===== src/rtl/round_ctrl.sv =====
// Round/lives sequencer between the keyboard and the game core: title, countdown, play,
// death blink, respawn and game-over, with registered outputs for the core and overlays.
module round_ctrl #(
   parameter int          FPS             = 60,
   parameter int          COUNT_SECS      = 3,
   parameter int          DIE_FRAMES      = 64,
   parameter int          LIVES_INIT      = 3,
   parameter int          GAMEOVER_FRAMES = 600,
   parameter logic [7:0]  START_KEY       = 8'h28
) (
   input  logic       frame_clk,
   input  logic       Reset,
   input  logic       over,
   input  logic [7:0] keycode,
   output logic       game_reset,
   output logic [7:0] keycode_out,
   output logic [1:0] lives,
   output logic [2:0] round_state,
   output logic [1:0] cd_digit,
   output logic       blink
);

   localparam logic [2:0] S_TITLE     = 3'd0;
   localparam logic [2:0] S_COUNTDOWN = 3'd1;
   localparam logic [2:0] S_PLAYING   = 3'd2;
   localparam logic [2:0] S_DYING     = 3'd3;
   localparam logic [2:0] S_RESPAWN   = 3'd4;
   localparam logic [2:0] S_GAMEOVER  = 3'd5;

   localparam int         FRM_W    = (FPS > 1) ? $clog2(FPS) : 1;
   localparam logic [FRM_W-1:0] FRM_LOAD = FRM_W'(FPS - 1);
   localparam logic [1:0] SEC_LOAD = 2'(COUNT_SECS);
   localparam logic [1:0] LIV_LOAD = 2'(LIVES_INIT);
   localparam logic [9:0] DIE_LOAD = 10'(DIE_FRAMES - 1);
   localparam logic [9:0] GO_LOAD  = 10'(GAMEOVER_FRAMES - 1);

   logic [2:0]       r_state;
   logic [1:0]       r_lives;
   logic [1:0]       r_sec;
   logic [FRM_W-1:0] r_frm;
   logic [9:0]       r_tmr;
   logic [7:0]       r_prev_key;
   logic             r_game_reset;
   logic [7:0]       r_keycode_out;
   logic [1:0]       r_cd_digit;
   logic             r_blink;

   logic             w_start_edge;
   logic [2:0]       w_nxt_state;
   logic [1:0]       w_nxt_lives;
   logic [1:0]       w_nxt_sec;
   logic [FRM_W-1:0] w_nxt_frm;
   logic [9:0]       w_nxt_tmr;

   // Enter held across a state entry gives no edge: the previous keycode must differ.
   assign w_start_edge = (keycode == START_KEY) && (r_prev_key != START_KEY);

   always_comb begin
      w_nxt_state = r_state;
      w_nxt_lives = r_lives;
      w_nxt_sec   = r_sec;
      w_nxt_frm   = r_frm;
      w_nxt_tmr   = r_tmr;
      case (r_state)
         S_TITLE: begin
            if (w_start_edge) begin
               w_nxt_state = S_COUNTDOWN;
               w_nxt_lives = LIV_LOAD;
               w_nxt_sec   = SEC_LOAD;
               w_nxt_frm   = FRM_LOAD;
            end
         end
         S_COUNTDOWN: begin
            if (r_frm != '0) begin
               w_nxt_frm = r_frm - 1'b1;
            end else if (r_sec > 2'd1) begin
               w_nxt_sec = r_sec - 2'd1;
               w_nxt_frm = FRM_LOAD;
            end else begin
               w_nxt_state = S_PLAYING;
            end
         end
         S_PLAYING: begin
            if (over) begin
               w_nxt_state = S_DYING;
               w_nxt_tmr   = DIE_LOAD;
            end
         end
         S_DYING: begin
            if (r_tmr == 10'd0) begin
               if (r_lives <= 2'd1) begin
                  w_nxt_state = S_GAMEOVER;
                  w_nxt_lives = 2'd0;
                  w_nxt_tmr   = GO_LOAD;
               end else begin
                  w_nxt_state = S_RESPAWN;
                  w_nxt_lives = r_lives - 2'd1;
               end
            end else begin
               w_nxt_tmr = r_tmr - 10'd1;
            end
         end
         S_RESPAWN: begin
            w_nxt_state = S_COUNTDOWN;
            w_nxt_sec   = SEC_LOAD;
            w_nxt_frm   = FRM_LOAD;
         end
         S_GAMEOVER: begin
            if (w_start_edge || (r_tmr == 10'd0)) w_nxt_state = S_TITLE;
            else                                  w_nxt_tmr   = r_tmr - 10'd1;
         end
         default: begin
            w_nxt_state = S_TITLE;
            w_nxt_lives = LIV_LOAD;
            w_nxt_sec   = 2'd0;
            w_nxt_frm   = '0;
            w_nxt_tmr   = 10'd0;
         end
      endcase
   end

   // Outputs are registered from the next state so they always match round_state.
   always_ff @(posedge frame_clk or posedge Reset) begin
      if (Reset) begin
         r_state       <= S_TITLE;
         r_lives       <= LIV_LOAD;
         r_sec         <= 2'd0;
         r_frm         <= '0;
         r_tmr         <= 10'd0;
         r_prev_key    <= 8'd0;
         r_game_reset  <= 1'b1;
         r_keycode_out <= 8'd0;
         r_cd_digit    <= 2'd0;
         r_blink       <= 1'b0;
      end else begin
         r_state       <= w_nxt_state;
         r_lives       <= w_nxt_lives;
         r_sec         <= w_nxt_sec;
         r_frm         <= w_nxt_frm;
         r_tmr         <= w_nxt_tmr;
         r_prev_key    <= keycode;
         r_game_reset  <= (w_nxt_state == S_TITLE) || (w_nxt_state == S_RESPAWN) ||
                          (w_nxt_state == S_GAMEOVER);
         r_keycode_out <= (w_nxt_state == S_PLAYING) ? keycode : 8'd0;
         r_cd_digit    <= (w_nxt_state == S_COUNTDOWN) ? w_nxt_sec : 2'd0;
         r_blink       <= (w_nxt_state == S_DYING) ? w_nxt_tmr[3] : 1'b0;
      end
   end

   assign game_reset  = r_game_reset;
   assign keycode_out = r_keycode_out;
   assign lives       = r_lives;
   assign round_state = r_state;
   assign cd_digit    = r_cd_digit;
   assign blink       = r_blink;

endmodule

===== config.mk =====
export PLATFORM = sky130hd
export DESIGN_NAME = round_ctrl
export DESIGN_NICKNAME = d
export VERILOG_FILES = /design/src/rtl/round_ctrl.sv
export SDC_FILE = /design/constraint.sdc
export NUM_CORES = 1
export LEC_CHECK = 0
export BUFFER_PORTS_ARGS = -buffer_cell sky130_fd_sc_hd__buf_2
export CORE_AREA = 10 10 110 112
export CTS_BUF_LIST = sky130_fd_sc_hd__clkbuf_8
export DETAILED_ROUTE_END_ITERATION = 10
export DIE_AREA = 0 0 120 122
export GPL_TIMING_DRIVEN = 1
export MAX_ROUTING_LAYER = met4
export PLACE_DENSITY = 0.46
export SLEW_MARGIN = 20
export SYNTH_ARGS = -nofsm -noshare
export SYNTH_HDL_FRONTEND = slang
export SYNTH_SLANG_ARGS = --single-unit

===== constraint.sdc =====
create_clock -name frame_clk -period 3.38 [get_ports frame_clk]
set_input_delay 0 -clock frame_clk [delete_from_list [all_inputs] [get_ports frame_clk]]
set_output_delay 0 -clock frame_clk [all_outputs]
set_load 0.03 [all_outputs]

==> impl_results.md, run 1 <==
* Initial Util at 22.2%
* Routed Antenna Nets at 0
* Layout Nets at 279
* Total GRT Usage at 8.55%
* Max Cap Viol at 0
* Multi-input gate area at 0.00108 sq mm
* Synth Area per Inst at 9.88 sq um
* LEAKAGE at 1.20 nW
* Number of buffers created by CTS at 5
* Ports at 28
* Register bit total from synthesis at 43
* Ys async rst share at 100%
* Hold Crit Class: input port to flop
* Sequential area share after synthesis at 48.3%
* Number of global-route vias before repair at approximately 1900
* RSZ-0062 raised after global routing: no
* Clk_skew at approximately 0.015 ns
* Worst Path Required at roughly 3.6 ns
* Post-Synthesis Net Count at 242
* Commonest cells post-synth: dfrtp_1, nand2_1, nor2_1, o21ai_0
* Synthesis Warnings at 0
* Hold path endpoint: round_state[0]
* RR Endpoint: keycode_out[6]
* Global-route wire length before repair at 9930 um
* Worst skew pair latency at 0.31 ns
* Overall power at 1.41 mW
* Core area at about 0.01 sq mm
* Longest Clk Path Bufs at 2
* Fin crit period at around 2.5 ns
* Die height at 122 um
* Final WL at 5950 um
* Cell taking the most area after synthesis: dfrtp_1
* Initial antenna violation count at 0
* Post-synthesis cell count at between 200 and 250
* Final HPWL DP at 4260 um
* CTS resizes at 0
* Share of the synthesized area in the top cell type at 44.8%
* Largest net degree at the start of global routing at 44
* Port Buffers at 27
* Crit Path Max Fanout at 9
* TritonCTS clock tree: built
* Hold Crit Start: over
* Htree depth at 2
* Die area at 0.0146 sq mm
* Vias per cell at 4.63
* TritonCTS Sinks at 43
* Clock-pin transition on the worst setup and hold timing paths at 0.10 ns
* Crit end category: flop
* Hold path cells at 3
* R2R cell count at 8
* Drt initial violations at 83
* Fillers at 1091
* Fin Setup TNS at 0 ns
* FMAX at 398 MHz
* WP data arrival at 2.76 ns
* Setup CP Type: flop to flop
* Synth cell types at 58
* P per Cell Area at 518 mW/mm^2
* Global placer's final weighted congestion at between 0.8 and 0.9
* Ant diodes at 0
* Register Area at about 0.0011 sq mm
* Outcome: finished clean
* R2R setup slack at 0.87 ns
* Worst Setup Start Kind: flop
* TritonRoute pass-1 iters at 5
* DRC violations left at 0
* Final Hold Vio Count at 0
* Maximum vdd ir drop at approximately 0.00014 V
* Grt ovf at 0
* EDFF count, synth at 0
* Most frequent cell after synthesis: dfrtp_1
* Post-route clock period utilization at 74.4%
* Area grow syn2layout at 22.0%
* CTS root buf: clkbuf_8
* Post-synth top flop: dfrtp_1
* Mapped Area at 0.00223 sq mm
* Worst Tran Pin Value at between 0.9 and 1 ns
* Row cnt at 37
* # setup viols final at 0
* Wire per inst at 14.9 um
* Die Wd at 120 um
* Cell types occupying the most area after synthesis: dfrtp_1, o21ai_0, dfstp_2
* Via count at between 1500 and 2000
* Pins Over Slew Limit at 0
* Share of layout cells above drive strength 1 at a little over a fifth
* Worst reg2reg path startpoint: r_tmr[0]
* Relative slew slack at slightly below 40%
[power by group]
part           switching, mW  internal (mW)
combinational          0.195          0.132
sequential            0.0691          0.582
clock                  0.209          0.224
total                  0.473          0.939
[metrics by stage]
stage | setup WS, ns | hold slack, ns | instance area (sq um) | instances | utilization (%)
2_1_floorplan | 1.15 | 0.0314 | 2230 | 226 | -
6_report | 0.866 | 0.172 | 2720 | 400 | 27.1
4_1_cts | 0.840 | 0.156 | 2720 | 400 | 27.1
3_3_place_gp | 0.949 | 0.134 | 2520 | 383 | 25.1
3_5_place_dp | 0.861 | 0.137 | 2520 | 383 | 25.1
5_1_grt | 0.688 | 0.193 | 2720 | 400 | 27.1
[metal layers]
layer	GRT usage (%)	vias to the layer above	share of wire (%)
met5	-	-	0
met4	2.49	0	1.0
met3	1.99	8	3.2
met2	13.1	42	46
met1	11.1	894	50
li1	-	909	-
[critical path: stages, from the launching register on]
cell and delay (ns):
dfrtp_1 0.42, inv_1 0.07, ha_1 0.21, or4b_1 0.62, nor3_4 0.28, a21oi_1 0.14, o21ai_4 0.31, and3_4 0.29
and2_1 0.13
[area by class of cell]
type | instances | share of cell area [%]
clock inverter | 3 | 1.75
multi-input combinational | 163 | 39.5
tap | 136 | 6.25
timing repair buffer | 37 | 8.54
sequential | 43 | 39.6
clock buffer | 5 | 2.53
inverter | 13 | 1.79
[placed cells by master (no fill, tap or decap), types with 2 or more instances in the layout]
master and instances:
dfstp_2 3, ha_1 5, clkbuf_8 5, dfrtp_1 40, and3_1 2, inv_1 12, nand2_1 21, or3_1 3
o21ai_0 16, nor2_1 16, nor2b_1 3, or4_1 2, o211ai_1 5, buf_2 27, nor3_1 5, o21ai_4 2
nor4_1 2, nand3_1 5, o21a_1 4, a2bb2oi_1 3, o41ai_1 2, a31oi_1 3, dlygate4sd3_1 9, o21ai_2 2
a211o_1 3, nor4b_1 3, a21o_1 3, and2_1 11, a21oi_1 13
[kinds of logic (layout without fill, tap and decap cells)]
family	after synthesis	count (layout)	share of synthesized area, %
flops	43	43	48.3
fa+ha+maj	5	5	2.80
compound gates	72	72	23.4
buf+inv	20	58	3.47
xor+xnor	1	1	0.392
mux	1	1	0.504
simple gates	84	84	21.1
[worst max-delay path by stage]
| stage | startpoint | slack (ns) | end | cells after the start |
|---|---|---|---|---|
| CTS | r_tmr[0] | 0.84 | keycode_out[6] | 8 |
| finish | r_tmr[0] | 0.87 | keycode_out[6] | 8 |
| floorplan | r_tmr[0] | 1.15 | r_tmr[5] | 8 |
| detailed placement | r_tmr[0] | 0.86 | keycode_out[6] | 8 |
| global route | r_tmr[0] | 0.69 | r_tmr[4] | 8 |
| global placement | r_tmr[0] | 0.95 | keycode_out[7] | 8 |
[timing repair]
item / 4_1_cts / 5_1_grt
endpoints found under the setup margin: 0 / 0
hold buffers: 9 / 0
setup buffers: 0 / 0
endpoints found under the hold margin: 56 / 0
[flip-flops by register name, summed over array words and instances, names as in the netlist]
register     flops
keycode_out      8
r_tmr           10
r_sec            2
r_prev_key       8
round_state      3
game_reset       1
r_frm            6
lives            2
blink            1
cd_digit         2
(Power assumes the default switching activity.)
==> inputs of run 2 (changes only) <==
==> constraint.sdc (replaced) <==
create_clock -name frame_clk -period 2.35 [get_ports frame_clk]
set_input_delay 0 -clock frame_clk [delete_from_list [all_inputs] [get_ports frame_clk]]
set_output_delay 0 -clock frame_clk [all_outputs]
set_load 0.03 [all_outputs]
==> run 2 against run 1 <==
Effect of this change:
- die area unchanged
- hold slack worse by 0.017 ns
- non-clock buffer count rose by 12
- clock skew rose by 0.0018 ns
- clock-buffer cell count unchanged
- flip-flop and latch count is the same
- global-route usage increased by 0.068 points
- largest cell class is now multi-input gates
- highest routed layer unchanged
==> impl_results.md, run 2 (synthesis results as in run 1) <==
* Clock-pin transition on the worst setup and hold timing paths at 0.09 ns (was 0.10 ns)
* Layout Nets at 291 (was 279)
* Crit end category: flop (unchanged)
* Die height at 122 um (unchanged)
* Commonest cells after routing, fill and taps aside: dfrtp_1, buf_2, nand2_1 (unchanged)
* Largest net degree at the start of global routing at 44 (unchanged)
* Initial antenna violation count at 0 (unchanged)
* LEAKAGE at 1.26 nW (was 1.20 nW)
* Drt initial violations at 131 (was 83)
* Final Hold Vio Count at 0 (unchanged)
* Slowest stage delay, CP at 0.49 ns (was 0.62 ns)
* Final WL at 6000 um (was 5950 um)
* FMAX at 448 MHz (was 398 MHz)
* Post-route clock period utilization at 95.1% (was 74.4%)
* Core area at 0.0100 sq mm (unchanged)
* Relative slew slack at 38.5% (was 39.0%)
* Post-CTS Setup Bufs at 0 (unchanged)
* Crit Path Max Fanout at 8 (was 9)
* Pre-CTS setup slack at 0.0653 ns (was 0.861 ns)
* Buf/Inv on CP at 1 (unchanged)
* Worst skew pair latency at 0.30 ns (was 0.31 ns)
* WP data arrival at 2.44 ns (was 2.76 ns)
* Family with the most delay on the worst path: simple AND/OR/NAND/NOR gates (unchanged)
* # setup viols final at 0 (unchanged)
* Worst Path Required at 2.55 ns (was 3.63 ns)
* Wire per inst at 14.6 um (was 14.9 um)
* Vias per cell at 4.51 (was 4.63)
* Hold Crit Class: input port to flop (unchanged)
* Ant diodes at 0 (unchanged)
* DRC violations left at 0 (unchanged)
* P per Cell Area at 719 mW/mm^2 (was 518 mW/mm^2)
* Via count at 1860 (was 1853)
* Maximum vdd ir drop at 0.000281 V (was 0.000138 V)
* Global placer's final weighted congestion at 0.813 (was 0.843)
* Slack of the critical path at 0.115 ns (was 0.866 ns)
* Outcome: finished clean (unchanged)
* Die Wd at 120 um (unchanged)
* Total GRT Usage at 8.62% (was 8.55%)
* Global-route wire length before repair at 9980 um (was 9930 um)
* Pins Over Slew Limit at 0 (unchanged)
* TritonCTS clock tree: built (unchanged)
* Die area at 0.0146 sq mm (unchanged)
* Max Cap Viol at 0 (unchanged)
* Number of global-route vias before repair at 1894 (was 1886)
* Overall power at 2.04 mW (was 1.41 mW)
* Longest Clk Path Bufs at 2 (unchanged)
* Clk_skew at 0.0169 ns (was 0.0151 ns)
* Grt ovf at 0 (unchanged)
* Row cnt at 37 (unchanged)
* Ports at 28 (unchanged)
* Max reg flops at 10 (unchanged)
* Worst Setup Start Kind: flop (unchanged)
* Number of buffers created by CTS at 5 (unchanged)
* Final HPWL DP at 4400 um (was 4260 um)
* Initial Util at 22.2% (unchanged)
* Worst Tran Pin Value at 0.921 ns (was 0.913 ns)
* Placed cells at 395 (was 383)
* Non-filler cells, final at 412 (was 400)
* TritonRoute pass-1 iters at 4 (was 5)
* Share of layout cells above drive strength 1 at 25.4% (was 20.8%)
* Area grow syn2layout at 26.9% (was 22.0%)
* Commonest non-fill, non-tap cell in the layout: dfrtp_1 (unchanged)
* Port Buffers at 27 (unchanged)
* Crit-path cells: inv_1, ha_1, or4b_4, or3_4, o21ai_2, a21oi_2, and3_4, and2_1 (was inv_1, ha_1, or4b_1, nor3_4, a21oi_1, o21ai_4, and3_4, and2_1)
* Routed Antenna Nets at 0 (unchanged)
* WHS at 0.155 ns (was 0.172 ns)
* CP max stage cell: or4b_4 (was or4b_1)
* CTS root buf: clkbuf_8 (unchanged)
* Fin crit period at 2.23 ns (was 2.51 ns)
* Biggest register: r_tmr (unchanged)
* R2R setup slack at 0.12 ns (was 0.87 ns)
* Fin Setup TNS at 0 ns (unchanged)
* Setup CP Type: flop to flop (unchanged)
* Htree depth at 2 (unchanged)
* TritonCTS Sinks at 43 (unchanged)
-- run 2: cell count changes in the layout (fill, tap and decap cells not counted), sizes merged --
cell      delta
buf         +12
clkinv       -1
clkinvlp     +1
-- run 2: power by group --
| group | switching (mW) | leakage, nW | total, mW | internal, mW |
|---|---|---|---|---|
| Clock | 0.283 | 0.0548 | 0.604 | 0.320 |
| Combinational | 0.294 | 0.665 | 0.511 | 0.217 |
| Sequential | 0.0868 | 0.536 | 0.924 | 0.837 |
-- run 2: repair_timing --
item | in CTS | in global routing
resized for setup | 0 | 4
hold endpoints to repair | 56 | 0
hold buffers | 9 | 0
endpoints found under the setup margin | 0 | 14
-- run 2: final cells by class --
class | instances | area, sq um
multi-input combinational | 163 | 1100
clock inverter | 3 | 46.3
timing repair buffer | 49 | 323
sequential | 43 | 1080
inverter | 13 | 48.8
tap | 136 | 170
clock buffer | 5 | 68.8
fill | 1072 | 7210
-- run 2: worst min-delay path, cell delays in order --
cell	delay [ns]
buf_2	0.12
nand3_1	0.17
nand3_2	0.14
-- run 2: final timing paths --
| kind | cells after the start | to | start |
|---|---|---|---|
| min | 3 | round_state[0] | over |
| max in group asynchronous | 3 | r_tmr[2] | Reset |
| max reg2reg | 8 | keycode_out[0] | r_tmr[0] |
| min in group asynchronous | 3 | keycode_out[3] | Reset |
| min reg2reg | 2 | r_frm[1] | r_frm[1] |
| max | 8 | keycode_out[0] | r_tmr[0] |
-- run 2: routing by layer --
layer  share of wire (%)  GRT usage [%]  up-vias
li1                    -              -      921
met1                  50           11.3      895
met3                 2.7           1.80        6
met2                  46           13.1       38
met4                 1.0           2.49        0
met5                   0              -        -
-- run 2: per-stage QoR --
stage               area (sq um)  util [%]
finish                      2830      28.2
global placement            2610      26.0
global route                2830      28.2
CTS                         2810      28.0
floorplan                   2230         -
detailed placement          2610      26.0
